==> src/rtl/mem_arbiter.sv <==
// mem_arbiter
//   Shares the byte-serial memory controller between the icache (fetch) and
//   the LSB (load/store). One request is latched at a time and held on the
//   controller until it completes. The result is then returned with a
//   one-cycle done pulse to whichever requester owns the transaction.
//   The LSB has priority. A streak counter forces an icache grant after
//   STARVE_LIMIT back-to-back LSB grants taken while the icache was waiting.
//
// Ports
//   clk_in, rst_in (sync, active-low), rdy_in (0 = freeze), flush_in
//   ic_req_in / ic_addr_in                     -> ic_done_out / ic_data_out
//   lsb_req_in / lsb_addr_in / lsb_data_in /
//   lsb_r_nw_in / lsb_type_in                  -> lsb_done_out / lsb_data_out
//   mc_activate_out / mc_addr_out / mc_data_out /
//   mc_r_nw_out / mc_type_out                  <- mc_data_in / mc_done_in
//
// state  | meaning
// -------+---------------------------------------------------------------
// S_IDLE | arbitrate; latch the winner's payload into mc_*
// S_BUSY | controller active; wait for mc_done_in
// S_RESP | owner's done pulse is visible for this cycle
module mem_arbiter #(
    parameter int STARVE_LIMIT = 4,
    parameter int STREAK_W     = 3
) (
    input  logic        clk_in,
    input  logic        rst_in,
    input  logic        rdy_in,
    input  logic        flush_in,
    input  logic        ic_req_in,
    input  logic [31:0] ic_addr_in,
    output logic        ic_done_out,
    output logic [31:0] ic_data_out,
    input  logic        lsb_req_in,
    input  logic [31:0] lsb_addr_in,
    input  logic [31:0] lsb_data_in,
    input  logic        lsb_r_nw_in,
    input  logic [2:0]  lsb_type_in,
    output logic        lsb_done_out,
    output logic [31:0] lsb_data_out,
    output logic        mc_activate_out,
    output logic [31:0] mc_addr_out,
    output logic [31:0] mc_data_out,
    output logic        mc_r_nw_out,
    output logic [2:0]  mc_type_out,
    input  logic [31:0] mc_data_in,
    input  logic        mc_done_in
);

    typedef enum logic [1:0] {S_IDLE, S_BUSY, S_RESP} state_t;
    typedef enum logic [1:0] {OWN_NONE, OWN_IC, OWN_LSB} owner_t;

    localparam logic [STREAK_W-1:0] LIMIT = STREAK_W'(STARVE_LIMIT);

    state_t              state;
    owner_t              owner;
    logic [STREAK_W-1:0] streak;
    logic                ic_killed;

    logic ic_eligible;
    logic pick_ic;

    assign ic_eligible = ic_req_in & ~flush_in;
    assign pick_ic     = ic_eligible & (~lsb_req_in | (streak == LIMIT));

    always_ff @(posedge clk_in) begin
        if (!rst_in) begin
            state           <= S_IDLE;
            owner           <= OWN_NONE;
            streak          <= '0;
            ic_killed       <= 1'b0;
            ic_done_out     <= 1'b0;
            ic_data_out     <= '0;
            lsb_done_out    <= 1'b0;
            lsb_data_out    <= '0;
            mc_activate_out <= 1'b0;
            mc_addr_out     <= '0;
            mc_data_out     <= '0;
            mc_r_nw_out     <= 1'b1;
            mc_type_out     <= '0;
        end else if (rdy_in) begin
            case (state)
                S_IDLE: begin
                    if (pick_ic) begin
                        owner           <= OWN_IC;
                        ic_killed       <= 1'b0;
                        streak          <= '0;
                        mc_activate_out <= 1'b1;
                        mc_addr_out     <= ic_addr_in;
                        mc_data_out     <= '0;
                        mc_r_nw_out     <= 1'b1;
                        mc_type_out     <= 3'b000;
                        state           <= S_BUSY;
                    end else if (lsb_req_in) begin
                        owner           <= OWN_LSB;
                        ic_killed       <= 1'b0;
                        // Only count grants that actually made the icache wait.
                        if (!ic_req_in)
                            streak <= '0;
                        else if (streak != LIMIT)
                            streak <= streak + STREAK_W'(1);
                        mc_activate_out <= 1'b1;
                        mc_addr_out     <= lsb_addr_in;
                        mc_data_out     <= lsb_data_in;
                        mc_r_nw_out     <= lsb_r_nw_in;
                        mc_type_out     <= lsb_type_in;
                        state           <= S_BUSY;
                    end
                end
                S_BUSY: begin
                    // The controller cannot be aborted, so a flushed fetch
                    // still runs to completion; only its result is dropped.
                    if (owner == OWN_IC && flush_in)
                        ic_killed <= 1'b1;
                    if (mc_done_in) begin
                        mc_activate_out <= 1'b0;
                        state           <= S_RESP;
                        if (owner == OWN_IC) begin
                            if (!(ic_killed || flush_in)) begin
                                ic_done_out <= 1'b1;
                                ic_data_out <= mc_data_in;
                            end
                        end else begin
                            lsb_done_out <= 1'b1;
                            lsb_data_out <= mc_r_nw_out ? mc_data_in : 32'h0;
                        end
                    end
                end
                S_RESP: begin
                    ic_done_out  <= 1'b0;
                    ic_data_out  <= '0;
                    lsb_done_out <= 1'b0;
                    lsb_data_out <= '0;
                    owner        <= OWN_NONE;
                    state        <= S_IDLE;
                end
                default: state <= S_IDLE;
            endcase
        end
    end

endmodule
==> config.mk <==
export PLATFORM = sky130hd
export DESIGN_NAME = mem_arbiter
export DESIGN_NICKNAME = d
export VERILOG_FILES = /design/src/rtl/mem_arbiter.sv
export SDC_FILE = /design/constraint.sdc
export NUM_CORES = 1
export LEC_CHECK = 0
export BUFFER_PORTS_ARGS = -buffer_cell sky130_fd_sc_hd__buf_2
export CAP_MARGIN = 40
export CORE_MARGIN = 1
export CORE_UTILIZATION = 27
export CTS_CLUSTER_DIAMETER = 100
export CTS_CLUSTER_SIZE = 8
export DETAILED_ROUTE_END_ITERATION = 10
export SKIP_CTS_REPAIR_TIMING = 1
export SYNTH_ARGS = -nofsm -noshare
export SYNTH_HDL_FRONTEND = slang
export SYNTH_SLANG_ARGS = --single-unit
==> constraint.sdc <==
create_clock -name clk_in -period 2.28 [get_ports clk_in]
set_clock_uncertainty 0.1 [all_clocks]
set_input_delay 0.114 -clock clk_in [delete_from_list [all_inputs] [get_ports clk_in]]
set_output_delay 0.114 -clock clk_in [all_outputs]
set_load 0.01 [all_outputs]
==> reports/qor.yml, run 1 <==
clk_latency_ns: 0.41
dp_cells: 1000
yosysWarnings: 0
clk_pin_slew_ns: 0.06
drt_iter0_markers: 230
grt_pass1_wl_um: 23000
status: "completed"
synth.cell_area_um2: 5240
multi_input_area_um2: 2140
stdcell_count: 1165
ant_nets: 0
cts_tree: "built"
seqCellArea_um2: 2860
hold_ws_ns: 0.00275
slew_violations: 0
cap_violations: 0
cp_data_arrival_time_ns: 2.18
hold_viol: 0
initial_core_util: 0.277
critPathBufInv: 3
core_area_um2: 18900
synth_cell_types: 39
slew_headroom: 0.527
ys_seq_elements: 143
ir_drop_v: 0.000437
crit_type: "flop to flop"
cp.depth: 7
ff2ff_path_depth: 7
pin_count: 274
numCtsBuffers: 17
post_synth.cell_area_avg_um2: 10.7
holdPathStages: 4
crit_path_start_kind: "flop"
avgRoutedWirePerCell_um: 14.8
critical_path.max_fanout: 20
slowest_delay_ns: 0.34
fmax_ghz: 0.516
synth-seq-area-share: 0.546
cp_slowest_cell: "dfxtp_1"
syn_nets: 630
power_density_nw_per_um2: 696
remaining_drc_errors: 0
critPathTopFamily: "buffers and inverters"
worstPathCellList: "buf_4 > nor3b_4 > nor3b_4 > buf_4 > buf_4 > nand2_1 > a21boi_1"
worstMarginPinSlew_ns: 0.702
antenna_found_initial: 1
num_antenna_cells: 0
ys_async_sr_fraction: 0
place_congestion: 0.739
rows: 50
finalCriticalPeriod_ns: 1.94
port_buffers: 273
dp_hpwl_um: 10500
track_usage: 0.147
power_leakage_uw: 0.00405
synth_edf_count: 0
fin_nets: 1033
clock_path_buffers: 2
htreeDepth: 4
grt_pass1_vias: 4544
grt_setup_unrepaired: "false"
finalSetupTns_ns: 0
layout-drive-gt1-share: 0.370
synthToLayoutAreaGrowth_pct: 68.1
die_w_um: 141
cp-end-kind: "flop"
grt_max_degree: 73
drt-total-wl_um: 17200
die_h_um: 141
numClockSinks: 143
cts_root_buffer: "clkbuf_16"
setup_viol: 0
drtPass1Iterations: 5
nFillCells: 1749
fin_crit_sh: 0.849
required_ns: 2.52
cp_common_cell: "buf_4"
detail_route.vias_per_cell: 4.59
overflow: 0
synth_cells: 489
synthFlopType: "dfxtp_1"
dieArea_um2: 20000
num_vias: 5352
hold_path_class: "input pin to flop"
per-layer routing:
metal  global-route usage  share of wire
met4               0.0360          0.015
met1                0.172           0.42
met2                0.252           0.50
met3               0.0587          0.065
met5                    0        0.00076
metrics by stage:
| stage | worst slack (ns) | power, µW | util | area [µm²] |
|---|---|---|---|---|
| floorplan | 0.593 | 2990 | - | 5240 |
| global placement | 0.269 | 3290 | 0.365 | 6890 |
| detailed placement | 0.343 | 3290 | 0.365 | 6900 |
| CTS | 0.322 | 6030 | 0.396 | 7480 |
| global route | 0.202 | 6420 | 0.466 | 8810 |
| finish | 0.344 | 6130 | 0.466 | 8810 |
cells in the mapped netlist (all sizes together) (4+ instances only):
library cell    n  area [µm²]
a22oi          67         508
nand2b          4        25.0
o21ai           5        28.8
nor2            4        15.0
buf            23         169
dfxtp         143        2860
a21boi         35         267
inv             5        18.8
clkbuf         18        67.6
a21oi           5        25.0
a22o           61         534
nor2b          41         257
nand2          50         188
flip-flops by register name, summed over array words and instances (netlist names):
register	cells
mc_activate_out	1
ic_done_out	1
state	2
lsb_data_out	32
mc_data_out	32
mc_type_out	3
streak	3
mc_addr_out	32
ic_killed	1
mc_r_nw_out	1
lsb_done_out	1
ic_data_out	32
owner	2
tightest hold or removal path: cells and delay by family:
kind / cells / cell delay [ns]
buffers and inverters: 2 / 0.22
and+or+nand+nor: 1 / 0.06
AOI/OAI and AO/OA: 1 / 0.07
power breakdown:
part           switching, µW  total, µW  internal, µW  leakage (µW)
logic                    359        795           436       0.00261
registers               44.0       2630          2590       0.00116
clock network           1100       2710          1610      0.000280
total                   1500       6130          4630       0.00405
cell type report:
class,instances,area share
Timing Repair Buffer,425,0.328
Sequential cell,143,0.325
Multi-Input combinational cell,300,0.243
Clock buffer,18,0.0487
Tap cell,260,0.0369
Clock inverter,14,0.0163
Inverter,5,0.00213
cell families (layout without fill, tap and decap cells):
family                     Yosys count  in the layout  synth area share
AOI/OAI and AO/OA                  182            182             0.276
DFF                                143            143             0.546
and+or+nand+nor                    113            113             0.119
buffers and inverters               46            462            0.0487
muxes                                3              3           0.00573
adders and majority gates            2              2           0.00477
cells in the final DEF (no fill, tap or decap), types with 3 or more instances in the layout:
| cell type | netlist | final |
|---|---|---|
| a21boi_1 | 29 | 29 |
| dlygate4sd3_1 | 0 | 133 |
| buf_12 | 0 | 3 |
| a22o_1 | 61 | 61 |
| nor2b_1 | 41 | 40 |
| clkinv_2 | 0 | 5 |
| clkbuf_16 | 0 | 17 |
| a22oi_1 | 66 | 66 |
| clkinv_4 | 0 | 4 |
| a21oi_1 | 5 | 5 |
| and2b_1 | 3 | 3 |
| nand2_1 | 50 | 50 |
| o21ai_0 | 4 | 4 |
| buf_4 | 4 | 15 |
| a21boi_0 | 5 | 5 |
| dfxtp_1 | 143 | 143 |
| buf_2 | 12 | 273 |
| o22ai_1 | 3 | 3 |
| mux2i_1 | 3 | 3 |
| nand2b_1 | 4 | 4 |
| inv_1 | 5 | 5 |
path summary, 6_finish.rpt:
| check | start | to | slack [ns] |
|---|---|---|---|
| max | state[0] | mc_addr_out[0] | 0.34 |
| min | rdy_in | state[1] | 0.003 |
| max reg2reg | state[0] | mc_addr_out[0] | 0.34 |
| min reg2reg | mc_activate_out | mc_activate_out | 0.35 |
Note: power is estimated with default switching activity, not from simulation.
==> run 2: changes to the inputs <==
==> constraint.sdc (replaced) <==
create_clock -name clk_in -period 1.6 [get_ports clk_in]
set_clock_uncertainty 0.1 [all_clocks]
set_input_delay 0.08 -clock clk_in [delete_from_list [all_inputs] [get_ports clk_in]]
set_output_delay 0.08 -clock clk_in [all_outputs]
set_load 0.01 [all_outputs]
==> reports/qor.yml, run 2 (same netlist as run 1, synthesis figures left out) <==
status: "finished with violations"
violations: "negative hold slack, negative setup slack"
avgRoutedWirePerCell_um: 15.1
synthToLayoutAreaGrowth_pct: 77.0
cp_data_arrival_time_ns: 1.91
detail_route.vias_per_cell: 4.59
cp-end-kind: "flop"
grt_max_degree: 48
grt_pass1_wl_um: 23900
numCtsBuffers: 17
ir_drop_v: 0.000704
hold_ws_ns: -0.0196
r2r_start: "state[0]"
grt_pass1_vias: 4676
place_congestion: 0.774
clock_path_buffers: 2
track_usage: 0.153
layout-drive-gt1-share: 0.422
final_util: 0.491
die_w_um: 141
initial_core_util: 0.277
power_leakage_uw: 0.00422
layout_setup_ws_ns: -0.0646
multi_input_area_um2: 2320
slew_headroom: 0.720
clk_latency_ns: 0.41
fmax_ghz: 0.601
htreeDepth: 4
crit_path_start: "state[0]"
cap_violations: 0
die_h_um: 141
slew_violations: 0
finalCriticalPeriod_ns: 1.66
seqCellArea_um2: 2870
num_vias: 5433
remaining_drc_errors: 0
hold_viol: 2
core_area_um2: 18900
critical_path.max_fanout: 8
ant_nets: 0
drtPass1Iterations: 4
hold_start: "ic_req_in"
final_cell_mix: "buf_2 (273), dfxtp_1 (141), dlygate4sd3_1 (133)"
grt_setup_unrepaired: "true"
drt-total-wl_um: 17900
crit_path_start_kind: "flop"
rows: 50
fin_crit_sh: 1.04
setup_viol: 25
clk_pin_slew_ns: 0.06
worstMarginPinSlew_ns: 0.420
cts_tree: "built"
overflow: 0
port_buffers: 273
required_ns: 1.84
crit_type: "flop to flop"
drt_iter0_markers: 249
dieArea_um2: 20000
antenna_found_initial: 2
fin_nets: 1050
dp_hpwl_um: 10700
hold_path_class: "input pin to flop"
cts_root_buffer: "clkbuf_16"
power_density_nw_per_um2: 957
mostFrequentLayoutCell: "buf_2"
nFillCells: 1728
numClockSinks: 143
pin_count: 274
[run 2: layout make-up]
type	instances	area share
antenna	2	0.000540
tap	260	0.0351
multi-input combinational	300	0.250
clock buffer	18	0.0474
sequential	143	0.309
clock inverter	14	0.0142
inverter	5	0.00202
timing repair buffer	442	0.341
[run 2: worst max-delay path, cell delays in order (launching register included)]
cell and delay, ns:
dfxtp_4 0.36, nor3b_4 0.30, nor3b_4 0.31, buf_6 0.16
buf_6 0.15, nand2_1 0.06, a21boi_1 0.14
[run 2: routing by layer]
metal,vias to the layer above,track usage,part of all wire
met2,209,0.249,0.50
met5,-,0,0
met3,25,0.0543,0.063
met4,0,0.0526,0.015
li1,2638,-,-
met1,2561,0.186,0.42
[run 2: report_power, final]
group | internal, µW | switching [µW] | leakage [µW]
registers | 3680 | 71.5 | 0.00116
clock network | 2210 | 1650 | 0.000275
logic | 702 | 562 | 0.00278
total | 6590 | 2280 | 0.00422
[run 2: final timing paths]
path	cells past startpoint	slack, ns	endpoint
max	6	-0.06	mc_addr_out[10]
min	3	-0.02	streak[2]
max reg2reg	6	-0.06	mc_addr_out[10]
min reg2reg	2	0.35	mc_activate_out
[run 2: stage by stage]
step	setup TNS [ns]	cells	setup WS [ns]	power [µW]	instance area, µm²
global placement	-0.0374	1013	-0.0214	4740	7110
floorplan	-0.0140	489	-0.000745	4260	5260
global route	-5.06	1184	-0.148	9280	9270
finish	-0.589	1184	-0.0646	8870	9270
detailed placement	-0.439	1013	-0.0673	4750	7110
CTS	-0.810	1045	-0.0551	8660	7680
